--- src/rtl/excite_pulse_gen_pkg.sv ---
// Shared constants and state encoding for the excitation burst generator.
package excite_pulse_gen_pkg;

    localparam int unsigned DEFAULT_CW        = 16;
    localparam int unsigned DEFAULT_NW        = 8;
    localparam int unsigned DEFAULT_HALF_1MHZ = 50;

    // Burst FSM state encoding, kept as plain constants for legacy compatibility.
    localparam int unsigned STATE_W = 3;
    typedef logic [STATE_W-1:0] pulseState_t;

    localparam pulseState_t IDLE  = 3'd0;
    localparam pulseState_t POS   = 3'd1;
    localparam pulseState_t DEAD1 = 3'd2;
    localparam pulseState_t NEG   = 3'd3;
    localparam pulseState_t DEAD2 = 3'd4;
    localparam pulseState_t FAULT = 3'd5;

endpackage

--- src/rtl/excite_pulse_gen_phase_timer.sv ---
// Loadable down-counter that times one burst phase; expires when it reaches 1.
module phase_timer #(
    parameter int unsigned CW = 16
) (
    input  logic          clk,
    input  logic          reset,
    input  logic          load,
    input  logic [CW-1:0] loadVal,
    output logic          expire_c
);

    logic [CW-1:0] count;

    // Load with a zero-to-one clamp, otherwise count down and park at 0.
    always_ff @(posedge clk) begin
        if (reset) begin
            count <= '0;
        end else if (load) begin
            count <= (loadVal == '0) ? CW'(1) : loadVal;
        end else if (count != '0) begin
            count <= count - CW'(1);
        end
    end

    assign expire_c = (count == CW'(1));

endmodule

--- src/rtl/excite_pulse_gen.sv ---
// Gated bipolar excitation burst generator driving the transducer bridge triggers.
module excite_pulse_gen
    import excite_pulse_gen_pkg::*;
#(
    parameter int unsigned     CW        = DEFAULT_CW,
    parameter int unsigned     NW        = DEFAULT_NW,
    parameter logic [CW-1:0]   HALF_1MHZ = CW'(DEFAULT_HALF_1MHZ)
) (
    input  logic          clk,
    input  logic          reset,
    input  logic          start,
    input  logic [CW-1:0] half_period,
    input  logic [CW-1:0] dead_time,
    input  logic [NW-1:0] cycles,
    input  logic          bipolar,
    input  logic          protect_en,
    input  logic          fault_clr,
    output logic          triggerP,
    output logic          triggerN,
    output logic          busy,
    output logic          done,
    output logic          fault,
    output logic          freq_flag
);

    pulseState_t   state;
    pulseState_t   stateNext;
    logic [NW-1:0] cycCnt;
    logic [NW-1:0] cycCntNext;
    logic [CW-1:0] halfLat;
    logic [CW-1:0] deadLat;
    logic          bipolarLat;
    logic          accept;
    logic          doneNext;
    logic          timerLoad;
    logic [CW-1:0] timerLoadVal;
    logic          timerExpire_c;
    logic          triggerPReg;
    logic          triggerNReg;

    phase_timer #(.CW(CW)) u_phaseTimer (
        .clk      (clk),
        .reset    (reset),
        .load     (timerLoad),
        .loadVal  (timerLoadVal),
        .expire_c (timerExpire_c)
    );

    // Next-state logic; protection overrides everything outside FAULT.
    always_comb begin
        stateNext    = state;
        cycCntNext   = cycCnt;
        accept       = 1'b0;
        doneNext     = 1'b0;
        timerLoad    = 1'b0;
        timerLoadVal = halfLat;

        if (state != FAULT && protect_en) begin
            stateNext = FAULT;
        end else begin
            case (state)
                IDLE: begin
                    if (start && cycles != '0) begin
                        accept       = 1'b1;
                        stateNext    = POS;
                        timerLoad    = 1'b1;
                        timerLoadVal = half_period;
                        cycCntNext   = cycles;
                    end
                end
                POS: begin
                    if (timerExpire_c) begin
                        timerLoad    = 1'b1;
                        timerLoadVal = deadLat;
                        stateNext    = bipolarLat ? DEAD1 : DEAD2;
                    end
                end
                DEAD1: begin
                    if (timerExpire_c) begin
                        timerLoad    = 1'b1;
                        timerLoadVal = halfLat;
                        stateNext    = NEG;
                    end
                end
                NEG: begin
                    if (timerExpire_c) begin
                        timerLoad    = 1'b1;
                        timerLoadVal = deadLat;
                        stateNext    = DEAD2;
                    end
                end
                DEAD2: begin
                    if (timerExpire_c) begin
                        cycCntNext = cycCnt - NW'(1);
                        if (cycCnt == NW'(1)) begin
                            stateNext = IDLE;
                            doneNext  = 1'b1;
                        end else begin
                            timerLoad    = 1'b1;
                            timerLoadVal = halfLat;
                            stateNext    = POS;
                        end
                    end
                end
                FAULT: begin
                    if (fault_clr && !protect_en) begin
                        stateNext = IDLE;
                    end
                end
                default: begin
                    stateNext = IDLE;
                end
            endcase
        end
    end

    // State, latched configuration and registered outputs derived from the next state.
    always_ff @(posedge clk) begin
        if (reset) begin
            state       <= IDLE;
            cycCnt      <= '0;
            halfLat     <= '0;
            deadLat     <= '0;
            bipolarLat  <= 1'b0;
            triggerPReg <= 1'b0;
            triggerNReg <= 1'b0;
            busy        <= 1'b0;
            done        <= 1'b0;
            fault       <= 1'b0;
            freq_flag   <= 1'b0;
        end else begin
            state       <= stateNext;
            cycCnt      <= cycCntNext;
            triggerPReg <= (stateNext == POS);
            triggerNReg <= (stateNext == NEG);
            busy        <= (stateNext == POS) || (stateNext == DEAD1) ||
                           (stateNext == NEG) || (stateNext == DEAD2);
            done        <= doneNext;
            fault       <= (stateNext == FAULT);
            if (accept) begin
                halfLat    <= half_period;
                deadLat    <= dead_time;
                bipolarLat <= bipolar;
                freq_flag  <= (half_period >= HALF_1MHZ);
            end
        end
    end

    // Protection cuts the drives combinationally, ahead of the state change.
    assign triggerP = triggerPReg & ~protect_en;
    assign triggerN = triggerNReg & ~protect_en;

endmodule

--- config.mk ---
export PLATFORM = sky130hd
export DESIGN_NAME = excite_pulse_gen
export DESIGN_NICKNAME = d
export VERILOG_FILES = /design/src/rtl/excite_pulse_gen_pkg.sv /design/src/rtl/excite_pulse_gen_phase_timer.sv /design/src/rtl/excite_pulse_gen.sv
export SDC_FILE = /design/constraint.sdc
export NUM_CORES = 1
export LEC_CHECK = 0
export BUFFER_PORTS_ARGS = -buffer_cell sky130_fd_sc_hd__clkbuf_2
export CORE_MARGIN = 2
export CORE_UTILIZATION = 30
export CTS_CLUSTER_SIZE = 24
export DETAILED_ROUTE_END_ITERATION = 6
export GPL_TIMING_DRIVEN = 0
export RECOVER_POWER = 25
export SLEW_MARGIN = 20
export SYNTH_ARGS = -nofsm -noshare
export SYNTH_HDL_FRONTEND = slang
export SYNTH_SLANG_ARGS = --single-unit
--- constraint.sdc ---
create_clock -name clk -period 2.1 [get_ports clk]
set_input_delay 0.105 -clock clk [delete_from_list [all_inputs] [get_ports clk]]
set_output_delay 0.105 -clock clk [all_outputs]
set_load 0.01 [all_outputs]
* Word-level counts from Yosys, hierarchy flattened
Cells that the tools add are included.
** Cells by class
- Add/subtract/negate cells :: 2
- Magnitude comparators :: 1
- Eq/ne operators :: 15
- Muxes and demuxes :: 29
- Bitwise gates (word level) :: 6
- Reduce and logical (&&, ||, !) cells :: 17
** Operator list (count)
- $mux 16 :: 6
- $pmux 16 s2 :: 1
- $mux 3 :: 8
- $pmux 3 s6 :: 1
- $eq 16x1->1 const B :: 1
- $ge 16x6->1 const B :: 1
- $logic_not 16->1 :: 1
- $mux 8 :: 2
- $pmux 8 s2 :: 1
- $reduce_bool 16->1 :: 1
- $sub 16x1->16 const B :: 1
- $eq 3x2->1 const B :: 4
- $eq 3x3->1 const B :: 4
- $mux 1 :: 9
- $eq 8x1->1 const B :: 1
- $reduce_bool 8->1 :: 1
- $sub 8x1->8 const B :: 1
- $eq 3x1->1 const B :: 2
- $ne 2x2->1 const B :: 2
- $not 1->1 :: 4
- $reduce_and 4->1 :: 1
- $reduce_bool 2->1 :: 2
- $reduce_or 4->1 :: 1
- $logic_and 1x1->1 :: 3
- 8 further kinds :: 11
** Word-level totals
- Register bits :: 66
- Input bits :: 46
- Word-level logic and storage cells :: 82

* Logic depth before layout (Yosys ltp)
Gate-level depths: netlist of the first run.
- Depth in word-level cells :: 9
- Depth in mapped cells :: 11
- Depth with buffers taken out :: 9

* Cells and area by module
From an unflattened synthesis of the first run, not the netlist that was laid out.
** Second synthesis, totals
- Cell total of the unflattened synthesis :: 447
- Area, all modules :: 3448.3 um2
** By module, submodules not included
- excite_pulse_gen :: instances 1, cells each 326, area each 2436.1 um2
- phase_timer :: instances 1, cells each 121, area each 1012.2 um2

* Least setup slack after synthesis of the first run
No wires, ideal clock.
- Path type :: reg2reg
- From :: register u_phaseTimer.count[0]
- To :: register u_phaseTimer.count[0]
- Arrival :: 2.106 ns
- Data required time :: 2.014 ns
- Setup slack :: -0.092 ns
- Cell stages (with the launch flop) :: 11
- Path through :: dfxtp_1 > ha_1 > nor3b_1 > and4_1 > buf_2 > a21oi_2 > buf_6 > a221oi_2 > and3_1 > nand4_1 > a221oi_2
** Between the ends
- Word-level cells in the longest chain between the ends :: 7
** Ends and longest elaborated chain
- start, declared :: line excite_pulse_gen_phase_timer.sv:12 : logic [CW-1:0] count;
- start signal, assigned :: line excite_pulse_gen_phase_timer.sv:19 : count <= (loadVal == '0) ? CW'(1) : loadVal;
- start signal, assigned :: line excite_pulse_gen_phase_timer.sv:21 : count <= count - CW'(1);
- $eq 16x1->1 :: line excite_pulse_gen_phase_timer.sv:25 : assign expire_c = (count == CW'(1));
- $mux 16 :: line excite_pulse_gen.sv:72, excite_pulse_gen.sv:86
- $pmux 16 s2 :: line excite_pulse_gen.sv:61 : case (state)
- $mux 16 :: line excite_pulse_gen.sv:58 : if (state != FAULT && protect_en) begin
- $logic_not 16->1 :: line excite_pulse_gen_phase_timer.sv:19
- $mux 16 :: line excite_pulse_gen_phase_timer.sv:19
- $mux 16 :: line excite_pulse_gen_phase_timer.sv:18 : end else if (load) begin
Several ways; a longest one is shown, not always the timed one. The select of a mux whose other input is x is not followed.
A chain may end at the register's enable or synchronous reset.

* Worst setup path after layout of the first run
- From :: register u_phaseTimer.count[4]
- To :: register u_phaseTimer.count[0]
Same word-level chain as after synthesis.

==> reports/metrics.csv, run 1 <==
metric,value,unit
outcome,"finished, violations left",
violated checks,"hold timing, setup timing",
reg-to-reg setup timing slack,-230,ps
Unique masters post-synth,54,
Critical Path AT,2530,ps
"area leader, netlist",dfxtp_1,
crit-path max FO,4,
r2r endpoint,u_phaseTimer.count[0],
RSZ-0062 raised after global routing,yes,
maximum VDD drop,455,µV
later-pin clock latency in the skew report,350,ps
Max Freq,429,MHz
"top cells by area, synth","dfxtp_1 (39%), nand2_1 (11%), a21oi_1 (6.8%)",
Slew HR,58.4,%
CTS HTree Levels,3,
CP Launch Type,flop,
wire per inst,15.5,µm
first-pass GRT wire length,16900,µm
Post-Layout Inst Area,5040,µm²
placed cells,621,
MaxCap Viol Count,0,
initial antenna violation count,0,
hold_ws,-1.58,ps
row cnt,38,
Post-synth EDFFs,0,
post-synthesis cell area,3400,µm²
Root Driver,clkbuf_16,
"commonest non-fill, non-tap cell in the layout",nand2_1,
vias per std cell,5.18,
final worst slack,-233,ps
mean post-synth cell area,7.89,µm²
Top-Level Pins,52,
register bit total from synthesis,66,
Chip Width,110,µm
CTS tree,yes,
fin crit share,111,%
largest net degree at the start of global routing,14,
Finished Layout Cells,696,
layout cells sized above 1,30.8,%
Yosys top cell area share,38.9,%
PnR Total Power,5.58,mW
Worst Setup EP,u_phaseTimer.count[0],
asr flop ratio synth,0,%
Worst Tran Pin Value,624,ps
clock tree sinks,66,
Syn-to-layout area delta,48.3,%
Synth Instances,431,
PortBufs,50,
top_reg_cell synth,dfxtp_1,
# diodes,0,
synth warn,0,
Pwr Density,1110,nW/µm²
HP Class,input port to flop,
Pre-antenna DRT Iters,5,
"Cell Area, Placed",3880,µm²
antenna-violating nets left,0,
Die Y,110,µm
Final Hold Fails,1,
crit path time final,2330,ps
Worst Skew,7.84,ps
Final nets,601,
CP Class,flop to flop,
GRT overflow,0,
CP required,2300,ps
DRC violations left,0,
sequential fraction of the synthesis area,38.9,%
"Slew Viols, Final",0,
CTS Buf Count,9,
crit path from,u_phaseTimer.count[4],
vias in the first global route,3425,
Lkg Pwr,1.97,nW
# setup viols final,24,
via count,3606,
Crit Reg-Reg Startpoint,u_phaseTimer.count[4],
setup slack at placement,-509,ps
initial drt markers,193,
most frequent cells in the layout,"nand2_1 (98), dfxtp_1 (58), clkbuf_2 (47)",
full die area,12200,µm²
clock-pin slew on the worst setup and hold paths,60,ps
Clock Tree Buf Depth,2,
core area,10900,µm²
Initial Util,31.1,%
Crit. End Element,flop,
Overall Global Routing Usage,16.9,%
Post-DP HPWL,6960,µm
routability cong.,0.866,
R2R depth,8,
Synthesized Nets,481,
WL final,10800,µm
power breakdown:
part | total, mW | switching (mW) | leakage (nW) | internal [mW]
clock | 1.55 | 0.619 | 0.138 | 0.926
combinational | 2.33 | 1.14 | 1.29 | 1.19
sequential | 1.70 | 0.242 | 0.542 | 1.46
total | 5.58 | 2.01 | 1.97 | 3.57
worst max-delay path: stages (launching register included):
cell and delay [ps]:
dfxtp_2 350, nor4_4 380, buf_4 190, nand4_4 150, nor4b_1 510, a211o_1 230
and4b_1 200, nand4_1 120, a221oi_2 70
cells in the mapped netlist, types with 4 or more instances:
cell / n
xor2_1: 5
nor2b_1: 5
buf_2: 7
a221oi_1: 8
o21ai_0: 11
nand2_1: 98
and2_1: 9
nor2_1: 34
nand2b_1: 6
nand3_1: 6
inv_1: 8
nor4_2: 4
xnor2_1: 10
a211oi_1: 6
clkbuf_1: 15
dfxtp_1: 66
nor3_1: 9
a21oi_1: 46
mux2i_1: 4
o22ai_1: 15
nand4_1: 4
ha_1: 4
nor4_1: 6
metrics by stage:
stage | TNS, ps | util [%]
finish | -3000 | 46.1
detailed placement | -13210 | 35.5
global placement | -13530 | 35.5
floorplan | 0 | -
global route | -5250 | 46.1
CTS | -2150 | 43.6
layout make-up:
type / count / area, µm²
Buffer: 23 / 176
Timing Repair Buffer: 109 / 806
Clock inverter: 7 / 78.8
Sequential cell: 66 / 1340
Clock buffer: 9 / 225
Fill cell: 1041 / 5890
Multi-Input combinational cell: 334 / 2220
Tap cell: 140 / 175
Inverter: 8 / 30.0
worst min-delay path by stage:
stage / start / to / cells after the start
after detailed placement: dead_time[0] / deadLat[0] / 3
after global placement: dead_time[6] / deadLat[6] / 3
after global routing: dead_time[15] / deadLat[15] / 3
final: dead_time[15] / deadLat[15] / 3
after CTS: dead_time[15] / deadLat[15] / 3
after floorplan: bipolar / bipolarLat / 2
cell families (layout without fill, tap and decap cells):
group / count (synthesis) / after routing / synth area share (%)
DFF: 66 / 66 / 38.9
adders and majority gates: 4 / 4 / 1.47
AOI/OAI and AO/OA: 108 / 108 / 20.8
and+or+nand+nor: 202 / 202 / 29.6
xor gates and xnor gates: 15 / 15 / 3.86
buffers and inverters: 31 / 156 / 3.90
muxes: 5 / 5 / 1.51
per-layer routing:
layer  global-route usage, %  vias up  wire [µm]
met3                    2.20       18        474
li1                        -     1786          -
met1                    21.9     1686       4750
met5                       0        -          0
met4                    7.08        0        230
met2                    28.4      116       5350
flip-flops by register name (all words and copies together), names as in the netlist:
register / flops
deadLat: 16
bipolarLat: 1
cycCnt: 8
freq_flag: 1
fault: 1
state: 3
triggerNReg: 1
halfLat: 16
done: 1
u_phaseTimer.count: 16
triggerPReg: 1
busy: 1
what timing repair did:
item                                    in CTS  in global routing
buffers inserted                            33                  5
hold buffers                                16                  0
resized for setup                           44                 42
pin swaps                                   20                  8
hold endpoints to repair                    16                  0
cloned                                       2                  4
endpoints found under the setup margin      56                 59
(Power assumes the default switching activity.)
==> run 2: changes to the inputs <==
--- a/config.mk
+++ b/config.mk
@@ -12,6 +12,7 @@
 export DETAILED_ROUTE_END_ITERATION = 6
 export GPL_TIMING_DRIVEN = 0
 export RECOVER_POWER = 25
+export SKIP_CTS_REPAIR_TIMING = 1
 export SLEW_MARGIN = 20
 export SYNTH_ARGS = -nofsm -noshare
 export SYNTH_HDL_FRONTEND = slang
==> run 2 against run 1 <==
Compared with the run above: the flow still finishes with violations (hold timing, setup timing); non-clock buffer count fell by 35; combinational power is 20% lower; power is 8.8% lower; global-route usage fell by 1.6 points; clock power is essentially flat; clock skew is essentially flat; sequential share of layout area rose by 3.1 points; critical path type unchanged; critical endpoint unchanged; highest routed layer unchanged.
==> reports/metrics.csv, run 2 (synthesized netlist as in run 1, its figures left out) <==
metric,value,unit
Lkg Pwr,1.74,nW
DRC violations left,0,
Syn-to-layout area delta,32.4,%
CTS tree,yes,
CTS HTree Levels,3,
Slew HR,61.0,%
Critical Path AT,2670,ps
Max Freq,413,MHz
antenna-violating nets left,0,
Top-Level Pins,52,
wire per inst,14.6,µm
core area,10900,µm²
maximum VDD drop,382,µV
Top Registers,"deadLat x16, halfLat x16, u_phaseTimer.count x16",
"commonest non-fill, non-tap cell in the layout",nand2_1,
WL final,9620,µm
crit path from,state[0],
HP Class,input port to flop,
row cnt,38,
full die area,12200,µm²
Final Hold Fails,14,
Overall Global Routing Usage,15.4,%
vias per std cell,5.12,
Pwr Density,1130,nW/µm²
CP Launch Type,flop,
first-pass GRT wire length,15300,µm
crit-path max FO,8,
layout cells sized above 1,25.3,%
placed cells,621,
# setup viols final,47,
CP Class,flop to flop,
later-pin clock latency in the skew report,340,ps
Crit Reg-Reg Startpoint,state[0],
Initial Util,31.1,%
Worst Tran Pin Value,586,ps
crit path time final,2420,ps
initial drt markers,156,
RSZ-0062 raised after global routing,yes,
# diodes,0,
Pre-antenna DRT Iters,4,
outcome,"finished, violations left",
fin crit share,115,%
via count,3383,
CP required,2350,ps
largest net degree at the start of global routing,14,
hold path depth,3,
final worst slack,-321,ps
GRT overflow,0,
Post-DP HPWL,6960,µm
Crit. End Element,flop,
PortBufs,50,
vias in the first global route,3087,
hold path startpoint,dead_time[0],
Worst Skew,8.15,ps
initial antenna violation count,0,
CTS Buf Count,9,
routability cong.,0.866,
Root Driver,clkbuf_16,
Chip Width,110,µm
clock tree sinks,66,
violated checks,"hold timing, setup timing",
hold_ws,-16.1,ps
Die Y,110,µm
Final nets,566,
most frequent cells in the layout,"nand2_1 (98), dfxtp_1 (60), clkbuf_2 (48)",
"Slew Viols, Final",0,
Finished Layout Cells,661,
Clock Tree Buf Depth,2,
PnR Total Power,5.08,mW
clock-pin slew on the worst setup and hold paths,60,ps
R2R depth,8,
MaxCap Viol Count,0,
run 2: cell types whose count changed in the layout (fill, tap and decap cells not counted), sizes merged:
cell	before	now
clkbuf	77	73
buf	48	31
dlygate4sd3	16	2
run 2: cell type report:
| type | instances | area, µm² |
|---|---|---|
| fill | 1104 | 6430 |
| sequential | 66 | 1330 |
| tap | 140 | 175 |
| clock buffer | 9 | 225 |
| clock inverter | 7 | 78.8 |
| multi-input combinational | 334 | 2110 |
| timing repair buffer | 74 | 433 |
| buffer | 23 | 120 |
| inverter | 8 | 30.0 |
run 2: critical path, cell delays in order (launching register included):
cell      delay [ps]
dfxtp_4          360
or4_4            530
a211oi_4         330
a21oi_4          110
buf_8            170
a221oi_4         250
and3_1           200
nand4_1          140
a221oi_2         250
run 2: metal layers:
layer | routed length [µm] | vias to the layer above | track usage, %
li1 | - | 1709 | -
met4 | 196 | 0 | 6.92
met1 | 4500 | 1585 | 20.6
met2 | 4570 | 76 | 24.5
met3 | 351 | 13 | 2.14
met5 | 0 | - | 0
run 2: per-stage QoR:
stage	worst slack (ps)	utilization, %	cell area [µm²]	TNS, ps
CTS	-515	38.3	4190	-14100
floorplan	1.29	-	3460	0
global placement	-519	35.5	3880	-13530
finish	-321	41.2	4500	-8550
detailed placement	-509	35.5	3880	-13210
global route	-462	41.2	4500	-15550
run 2: final timing paths:
kind,to,slack (ps)
worst min-delay path,deadLat[0],-20
worst max register to register,u_phaseTimer.count[0],-320
worst min register to register,halfLat[7],460
worst max-delay path,u_phaseTimer.count[0],-320
run 2: power by group:
part | switching (mW) | internal, mW | total, mW
clock network | 0.592 | 0.926 | 1.52
logic | 0.953 | 0.922 | 1.87
registers | 0.241 | 1.45 | 1.69
total | 1.79 | 3.30 | 5.08
==> run 3: changes to the inputs <==
--- a/config.mk
+++ b/config.mk
@@ -8,7 +8,8 @@
 export BUFFER_PORTS_ARGS = -buffer_cell sky130_fd_sc_hd__clkbuf_2
 export CORE_MARGIN = 2
 export CORE_UTILIZATION = 30
-export CTS_CLUSTER_SIZE = 24
+export CTS_BUF_LIST = sky130_fd_sc_hd__clkbuf_2
+export CTS_CLUSTER_SIZE = 14
 export DETAILED_ROUTE_END_ITERATION = 6
 export GPL_TIMING_DRIVEN = 0
 export RECOVER_POWER = 25
@@ -16,4 +17,5 @@
 export SLEW_MARGIN = 20
 export SYNTH_ARGS = -nofsm -noshare
 export SYNTH_HDL_FRONTEND = slang
+export SYNTH_HIERARCHICAL = 1
 export SYNTH_SLANG_ARGS = --single-unit
==> run 3 against run 2 <==
Compared with the run above: the run ends with setup timing left; clock power shrank 45%; global-route usage grew 0.84 points; final cell count increased by 8.6%; area after synthesis rose by 1.4%; count of clock-buffer cells in the layout is the same; combinational power grew 20%; flip-flop and latch count is the same; sequential share of layout area decreased by 1.5 points; utilization rose by 0.74 points.
==> reports/metrics.csv, run 3 <==
metric,value,unit
Worst Tran Pin Value,748,ps
antenna-violating nets left,0,
CP Class,flop to flop,
Synth Instances,447,
Multi-input gate area,2050,µm²
# setup viols final,21,
"commonest non-fill, non-tap cell in the layout",nand2_1,
crit path time final,3420,ps
Buf/Inv on CP,2,
Die Y,111,µm
Post-DP HPWL,7460,µm
top_reg_cell synth,dfxtp_1,
Final Hold Fails,0,
via count,3756,
crit path cell chain,"nor4_4, nand3_2, nor2_4, a21oi_2, a2111o_1, buf_6, a222oi_1, inv_1, nor4_4, a41oi_2, a22oi_2, a211oi_1",
"Slew Viols, Final",0,
fill count,1185,
final worst slack,-1320,ps
Unique masters post-synth,58,
placed cells,641,
most frequent cell after synthesis,nand2_1,
"area leader, netlist",dfxtp_1,
mean post-synth cell area,7.71,µm²
Yosys top cell area share,38.3,%
Top delay family on crit path,compound AO/OA/AOI/OAI gates,
GRT overflow,0,
wire per inst,14.7,µm
"Cell Area, Placed",3970,µm²
CTS Buf Count,9,
HP Class,input port to flop,
Crit. End Element,flop,
vias in the first global route,3316,
CP Launch Type,flop,
post-synthesis cell area,3450,µm²
synth warn,6,
Final nets,619,
Chip Width,111,µm
MaxCap Viol Count,0,
initial drt markers,221,
Seq. cell area,1330,µm²
clock-pin slew on the worst setup and hold paths,230,ps
CTS tree,yes,
Initial Util,30.5,%
Post-synth EDFFs,0,
PortBufs,51,
register bit total from synthesis,66,
Syn-to-layout area delta,37.6,%
RSZ-0062 raised after global routing,yes,
Pwr Density,1010,nW/µm²
CP required,2540,ps
clock tree sinks,66,
"top cells by area, synth","dfxtp_1 (38%), nand2_1 (11%), a21oi_1 (7.1%)",
violated checks,setup timing,
Worst Skew,36.2,ps
first-pass GRT wire length,16300,µm
DRC violations left,0,
sequential fraction of the synthesis area,38.3,%
Max stage delay on crit path,480,ps
crit-path max FO,6,
later-pin clock latency in the skew report,550,ps
largest net degree at the start of global routing,15,
Critical Path Most Common Cell,nor4_4,
Post-Layout Inst Area,4750,µm²
Slew HR,50.0,%
Top-Level Pins,52,
PnR Total Power,4.77,mW
asr flop ratio synth,0,%
vias per std cell,5.23,
most frequent cells in the layout,"nand2_1 (97), dfxtp_1 (62), clkbuf_2 (57)",
final core utilization,41.9,%
Finished Layout Cells,718,
Clock Tree Buf Depth,2,
layout cells sized above 1,23.0,%
full die area,12400,µm²
slowest cell on the critical path,a2111o_1,
CTS HTree Levels,3,
routability cong.,0.853,
core area,11300,µm²
outcome,"finished, violations left",
"top cells by count, synth","nand2_1 (98), dfxtp_1 (66), a21oi_1 (49), nor2_1 (28), inv_1 (26)",
Pre-antenna DRT Iters,5,
Lkg Pwr,1.93,nW
Root Driver,clkbuf_2,
fin crit share,163,%
row cnt,39,
Top Registers,"deadLat x16, halfLat x16, u_phaseTimer/count x16",
Synthesized Nets,497,
Critical Path AT,3860,ps
initial antenna violation count,1,
WL final,10600,µm
Overall Global Routing Usage,16.2,%
setup slack at placement,-1480,ps
Max Freq,292,MHz
maximum VDD drop,429,µV
[run 3: changes by cell type after synthesis, moves of 4 or more]
| cell | delta |
|---|---|
| and2_1 | -8 |
| o22ai_1 | -12 |
| nand3_1 | +6 |
| inv_1 | +18 |
| nand2b_1 | -4 |
| nor2_1 | -6 |
| xnor2_1 | -7 |
| a222oi_1 | +16 |
| o21ai_1 | +7 |
| o211ai_1 | +4 |
| a221oi_1 | -7 |
| a211oi_1 | -4 |
[run 3: logic make-up (layout without fill, tap and decap cells)]
family | Yosys count | in the layout | synth area share, %
buffers and inverters | 53 | 180 | 6.79
other | 0 | 1 | 0
muxes | 4 | 4 | 1.16
xor gates and xnor gates | 8 | 8 | 2.03
and+or+nand+nor | 197 | 197 | 28.4
adders and majority gates | 4 | 4 | 1.45
DFF | 66 | 66 | 38.3
AOI/OAI and AO/OA | 115 | 115 | 21.8
[run 3: worst paths after layout]
kind | startpoint | to | slack, ps | cells past startpoint
setup / recovery | u_phaseTimer/count[14] | u_phaseTimer/count[5] | -1320 | 12
hold / removal | start | halfLat[10] | 30 | 4
setup reg to reg | u_phaseTimer/count[14] | u_phaseTimer/count[5] | -1320 | 12
hold reg to reg | deadLat[13] | deadLat[13] | 470 | 2
[run 3: worst reg2reg max path, cell delays in order (launching register included)]
cell and delay (ps):
dfxtp_4 400, nor4_4 400, nand3_2 180, nor2_4 230, a21oi_2 80, a2111o_1 480, buf_6 190, a222oi_1 400
inv_1 150, nor4_4 340, a41oi_2 230, a22oi_2 200, a211oi_1 60
[run 3: per-layer routing]
metal | vias to the layer above | part of all wire (%) | GRT usage [%]
met2 | 110 | 51 | 27.0
met1 | 1789 | 44 | 21.0
met5 | - | 0 | 0
met4 | 0 | 1.4 | 6.58
li1 | 1845 | - | -
met3 | 12 | 4.2 | 2.41
[run 3: cell type report]
cell class,count,share of cell area [%]
multi-input cells,328,43.2
flip-flops and latches,66,28.1
repair buffers,112,17.1
well taps,143,3.77
plain buffers,26,3.11
inverters,26,2.06
clock inverters,7,1.71
clock buffers,9,0.949
diodes,1,0.0527
[run 3: where the power goes]
part | internal [mW] | total, mW | switching, mW
Combinational | 1.13 | 2.24 | 1.11
Clock | 0.294 | 0.843 | 0.549
Sequential | 1.45 | 1.69 | 0.240
Total | 2.87 | 4.77 | 1.90
[run 3: through the flow]
step | hold WS [ps] | setup TNS, ps
detailed placement | 338 | -16570
CTS | -288 | -17520
global placement | 331 | -15390
global route | 42.9 | -17510
floorplan | 220 | -5900
finish | 26.9 | -15120
